==> config.mk <==
export PLATFORM = sky130hd
export DESIGN_NAME = mem_port_arbiter
export DESIGN_NICKNAME = d
export VERILOG_FILES = /design/src/rtl/mem_port_arbiter.sv
export SDC_FILE = /design/constraint.sdc
export NUM_CORES = 1
export LEC_CHECK = 0
export BUFFER_PORTS_ARGS = -buffer_cell sky130_fd_sc_hd__clkbuf_2
export CAP_MARGIN = 10
export CELL_PAD_IN_SITES_DETAIL_PLACEMENT = 0
export CELL_PAD_IN_SITES_GLOBAL_PLACEMENT = 2
export CORE_MARGIN = 2
export CORE_UTILIZATION = 12
export DETAILED_ROUTE_END_ITERATION = 10
export PLACE_DENSITY_LB_ADDON = 0.1
export SLEW_MARGIN = 25
export SYNTH_ARGS = -nofsm -noshare
export SYNTH_HDL_FRONTEND = slang
export SYNTH_SLANG_ARGS = --single-unit
==> constraint.sdc <==
create_clock -name clk -period 2.65 [get_ports clk]
set_input_delay 0.265 -clock clk [delete_from_list [all_inputs] [get_ports clk]]
set_output_delay 0.265 -clock clk [all_outputs]
set_load 0.1 [all_outputs]
==> src/rtl/mem_port_arbiter.sv <==
// Shares one memory port between instruction fetch (read-only) and the data stage.
// One transaction outstanding at a time; data wins unless fetch has lost STARVE_LIMIT times in a row.
module mem_port_arbiter #(
  parameter int ADDR_W       = 32,
  parameter int DATA_W       = 32,
  parameter int STARVE_LIMIT = 4
) (
  input  logic                               clk,
  input  logic                               rst_n,
  input  logic                               if_req,
  input  logic [ADDR_W-1:0]                  if_addr,
  output logic                               if_gnt,
  output logic                               if_rvalid,
  output logic [DATA_W-1:0]                  if_rdata,
  input  logic                               dm_req,
  input  logic                               dm_we,
  input  logic [ADDR_W-1:0]                  dm_addr,
  input  logic [DATA_W-1:0]                  dm_wdata,
  input  logic [DATA_W/8-1:0]                dm_be,
  output logic                               dm_gnt,
  output logic                               dm_rvalid,
  output logic [DATA_W-1:0]                  dm_rdata,
  output logic                               mem_req,
  output logic                               mem_we,
  output logic [ADDR_W-1:0]                  mem_addr,
  output logic [DATA_W-1:0]                  mem_wdata,
  output logic [DATA_W/8-1:0]                mem_be,
  input  logic                               mem_gnt,
  input  logic                               mem_rvalid,
  input  logic [DATA_W-1:0]                  mem_rdata,
  output logic [$clog2(STARVE_LIMIT+1)-1:0]  starve_cnt,
  output logic                               err_spurious
);

  localparam int CNT_W = $clog2(STARVE_LIMIT + 1);
  localparam int BE_W  = DATA_W / 8;
  localparam logic [CNT_W-1:0] CNT_MAX = CNT_W'(STARVE_LIMIT);

  localparam logic [1:0] ST_IDLE = 2'd0;
  localparam logic [1:0] ST_REQ  = 2'd1;
  localparam logic [1:0] ST_WAIT = 2'd2;

  localparam logic [1:0] OWN_NONE = 2'd0;
  localparam logic [1:0] OWN_IF   = 2'd1;
  localparam logic [1:0] OWN_DM   = 2'd2;

  logic [1:0]       state_q, state_d;
  logic [1:0]       owner_q, owner_d;
  logic [CNT_W-1:0] starve_q, starve_d;
  logic [1:0]       sel;
  logic             gnt_hit;
  logic             rsp_hit;

  function automatic logic [CNT_W-1:0] sat_inc(input logic [CNT_W-1:0] v);
    return (v >= CNT_MAX) ? CNT_MAX : v + CNT_W'(1);
  endfunction

  always_ff @(posedge clk or negedge rst_n) begin
    if (!rst_n) begin
      state_q  <= ST_IDLE;
      owner_q  <= OWN_NONE;
      starve_q <= '0;
    end else begin
      state_q  <= state_d;
      owner_q  <= owner_d;
      starve_q <= starve_d;
    end
  end

  assign starve_cnt = starve_q;

  always_comb begin
    state_d      = state_q;
    owner_d      = owner_q;
    starve_d     = starve_q;
    sel          = OWN_NONE;
    gnt_hit      = 1'b0;
    rsp_hit      = 1'b0;
    mem_req      = 1'b0;
    err_spurious = 1'b0;

    case (state_q)
      ST_IDLE: begin
        err_spurious = mem_rvalid;
        if (dm_req && !(if_req && starve_q == CNT_MAX)) sel = OWN_DM;
        else if (if_req)                                 sel = OWN_IF;
        if (sel != OWN_NONE) begin
          mem_req  = 1'b1;
          gnt_hit  = mem_gnt;
          owner_d  = sel;
          state_d  = mem_gnt ? ST_WAIT : ST_REQ;
          // Only a data win over a waiting fetch counts as a fetch loss.
          starve_d = (sel == OWN_DM && if_req) ? sat_inc(starve_q) : '0;
        end
      end
      ST_REQ: begin
        // Owner is locked; a late response here is stale and gets flagged.
        err_spurious = mem_rvalid;
        sel          = owner_q;
        mem_req      = 1'b1;
        gnt_hit      = mem_gnt;
        if (mem_gnt) state_d = ST_WAIT;
      end
      ST_WAIT: begin
        sel     = owner_q;
        rsp_hit = mem_rvalid;
        if (mem_rvalid) begin
          state_d = ST_IDLE;
          owner_d = OWN_NONE;
        end
      end
      default: begin
        state_d = ST_IDLE;
        owner_d = OWN_NONE;
      end
    endcase

    mem_we    = 1'b0;
    mem_addr  = '0;
    mem_wdata = '0;
    mem_be    = '0;
    if (mem_req && sel == OWN_DM) begin
      mem_we    = dm_we;
      mem_addr  = dm_addr;
      mem_wdata = dm_wdata;
      mem_be    = dm_be;
    end else if (mem_req && sel == OWN_IF) begin
      mem_addr  = if_addr;
      mem_be    = {BE_W{1'b1}};
    end

    if_gnt    = gnt_hit && sel == OWN_IF;
    dm_gnt    = gnt_hit && sel == OWN_DM;
    if_rvalid = rsp_hit && sel == OWN_IF;
    dm_rvalid = rsp_hit && sel == OWN_DM;
    if_rdata  = if_rvalid ? mem_rdata : '0;
    dm_rdata  = dm_rvalid ? mem_rdata : '0;

    // Outputs are held quiet for the whole time reset is asserted, even mid-cycle.
    if (!rst_n) begin
      mem_req      = 1'b0;
      mem_we       = 1'b0;
      mem_addr     = '0;
      mem_wdata    = '0;
      mem_be       = '0;
      if_gnt       = 1'b0;
      dm_gnt       = 1'b0;
      if_rvalid    = 1'b0;
      dm_rvalid    = 1'b0;
      if_rdata     = '0;
      dm_rdata     = '0;
      err_spurious = 1'b0;
    end
  end

endmodule

==> impl_metrics.tcl <==
set metrics [dict create \
    status "finished, final reports clean" \
    routed_wl_um 12000 \
    nFillCells 1287 \
    fin_nets 644 \
    ir_worst_vdd_mv 0.750 \
    cap_viol_max_count 0 \
    cts_buffers 3 \
    cp.required_ps 2380 \
    grt_pass1_wl_um 16600 \
    cts-hold-fix-buffers 0 \
    first_global_vias 2595 \
    drc 0 \
    cts_tree "yes" \
    netlist_area_sq_mm 0.00165 \
    synth.most_common_cell "and2_1" \
    powerDensity_mw_per_mm2 741 \
    path_clk_slew_ps 40 \
    syn_inst 220 \
    async_flop_share_pct 100 \
    syn-num-nets 365 \
    viasPerCell 3.93 \
    drv_slew 0 \
    synthDistinctLibCells 32 \
    avgSynthCellArea_sq_um 7.52 \
    design_area_sq_mm 0.00572 \
    die_w_um 121 \
    grt_max_degree 66 \
    yosys_warnings 0 \
    vias 2646 \
    insertedDiodeCount 0 \
    fin_crit_sh_pct 96.3 \
    start_util_pct 12.4 \
    hp-class "in2async" \
    gp_congestion 0.760 \
    synth-seq-cells 7 \
    synth_ff_type "dfrtp_1" \
    fp-row-count 42 \
    core_sq_mm 0.0133 \
    htreeDepth 1 \
    p_leak_nw 2.61 \
    pwr-share-seq_pct 4.7 \
    placed_area_sq_mm 0.00554 \
    syn_to_final_growth_pct 246 \
    drt_iter0_drc 73 \
    synth_top_area_cell "and2_1" \
    cts.path.max_buffers 2 \
    clk_latency_ps 230 \
    tightest_slew_ps 573 \
    arrival_ps 2290 \
    port_buffers 280 \
    critical_path_class "reg2out" \
    place_ws_ps 196 \
    hold_viol_final 0 \
    post_drt_wl_per_cell_um 17.8 \
    period_minus_slack_ps 2550 \
    setup_slack_ps 97.4 \
    synthTopCellsByArea "and2_1 37%, a22o_1 17%, dfrtp_1 11%" \
    sw_frac_of_total_pct 60.1 \
    synth_top_area_share_pct 37.1 \
    ant_nets 0 \
    netSwitchingPower_w 0.00255 \
    synthTopCellsByCount "98 x and2_1, 32 x a22o_1, 10 x buf_2" \
    skew_ps 1.25 \
    cp_max_fo 32 \
    cts_sinks 7 \
    design.die.area_sq_mm 0.0147 \
    grtUsageTotal_pct 14.8 \
    ys_seq_area_share_pct 10.6 \
    dr.pass1.iters 4 \
    synth_edf_count 0 \
    endpoint_kind "output pin" \
    critPathLaunchType "register" \
    cts_root_buffer "clkbuf_16" \
    die_h_um 121 \
    grt.overflow.total 0 \
    antenna_found_initial 0 \
    combPwrFrac_pct 89.4 \
    clock.fmax_mhz 392 \
    ioPinCount 281 \
    setup_violations 0 \
    power.internal_w 0.00169 \
    drive_gt1_share_pct 88.6 \
    rsz0062_at_grt "yes" \
    hpwl_um 10500 \
    slew_headroom_pct 62.0 \
    clockPowerShare_pct 5.9 \
]
## placed cells by master (no fill, tap or decap), drive strengths merged, types with 2 or more instances in the layout
cell type,count
o21a,8
clkbuf,148
o21ai,8
nor2,4
dfrtp,7
nand3,3
mux2,3
and2,98
ha,6
nor2b,3
a32o,2
a22o,32
inv,6
nor3,4
nand2,6
buf,147
nor4,2
## sequential cells by signal, summed over array words and instances, names as in the netlist
signal / flops
starve_cnt: 3
owner_q: 2
state_q: 2
## what timing repair did
item / 4_1_cts / 5_1_grt
setup endpoints to repair: 50 / 102
setup buffers: 0 / 3
gates cloned: 0 / 1
pin swaps: 0 / 3
gates resized for setup: 1 / 8
## cells by family after synthesis
kind of cell	after synthesis	share of synthesized area [%]
multiplexers	4	2.65
flip-flops	7	10.6
buffers and inverters	23	8.02
AND/OR/NAND/NOR	124	46.7
AO/OA/AOI/OAI	56	27.5
adder cells (fa/ha/maj)	6	4.54
## metal layers
| layer | vias to the layer above | part of all wire (%) | wire (um) | global-route usage (%) |
|---|---|---|---|---|
| li1 | 1317 | - | - | - |
| met1 | 1218 | 34 | 4090 | 15.3 |
| met2 | 105 | 58 | 7020 | 30.8 |
| met3 | 6 | 6.8 | 813 | 2.68 |
| met4 | 0 | 0.83 | 100 | 2.23 |
| met5 | - | 0 | 0 | 0 |
## cell type report
| class | instances | area (sq um) | share of cell area, % |
|---|---|---|---|
| multi-input cells | 190 | 1610 | 28.1 |
| flip-flops and latches | 7 | 184 | 3.22 |
| well taps | 176 | 220 | 3.85 |
| clock buffers | 4 | 78.8 | 1.38 |
| repair buffers | 291 | 3610 | 63.1 |
| inverters | 6 | 22.5 | 0.394 |
## per-stage QoR
step / utilization (%) / setup TNS (ps) / hold WS, ps / instances / total power, W
CTS: 42.1 / 0 / 16.6 / 670 / 0.00415
global route: 42.8 / -85.8 / 25.9 / 674 / 0.00440
detailed placement: 41.5 / 0 / 256 / 666 / 0.00388
finish: 42.8 / 0 / 11.6 / 674 / 0.00424
global placement: 41.5 / 0 / 261 / 666 / 0.00387
floorplan: - / -97.9 / -30.6 / 220 / 0.00259
## worst paths after layout
check | start | end | slack (ps) | cells after the start
max in group asynchronous | rst_n | starve_cnt[1]$_DFFE_PN0P_ | 2500 | 2
hold / removal | rst_n | starve_cnt[0]$_DFFE_PN0P_ | 10 | 2
min in group clk | mem_gnt | state_q[1]$_DFFE_PN0P_ | 340 | 3
hold reg to reg | state_q[0]$_DFFE_PN0P_ | state_q[0]$_DFFE_PN0P_ | 570 | 1
setup / recovery | starve_cnt[0]$_DFFE_PN0P_ | mem_addr[14] | 100 | 9
setup reg to reg | state_q[0]$_DFFE_PN0P_ | owner_q[1]$_DFFE_PN0P_ | 910 | 6
## power by group through the flow
stage / clock network [W] / logic, W / registers (W)
floorplan: 0 / 0.00229 / 0.000300
global placement: 0 / 0.00367 / 0.000201
global route: 0.000266 / 0.00392 / 0.000207
finish: 0.000252 / 0.00378 / 0.000199
CTS: 0.000256 / 0.00369 / 0.000201
detailed placement: 0 / 0.00368 / 0.000202
## worst max-delay path, stage by stage (launching register included)
cell and delay (ps):
dfrtp_4 470, inv_1 90, ha_1 200, and3_2 250
o21a_4 190, nor3_4 40, buf_4 160, clkbuf_16 190
a22o_2 290, buf_12 170
Power figures use the tool's default switching activity.
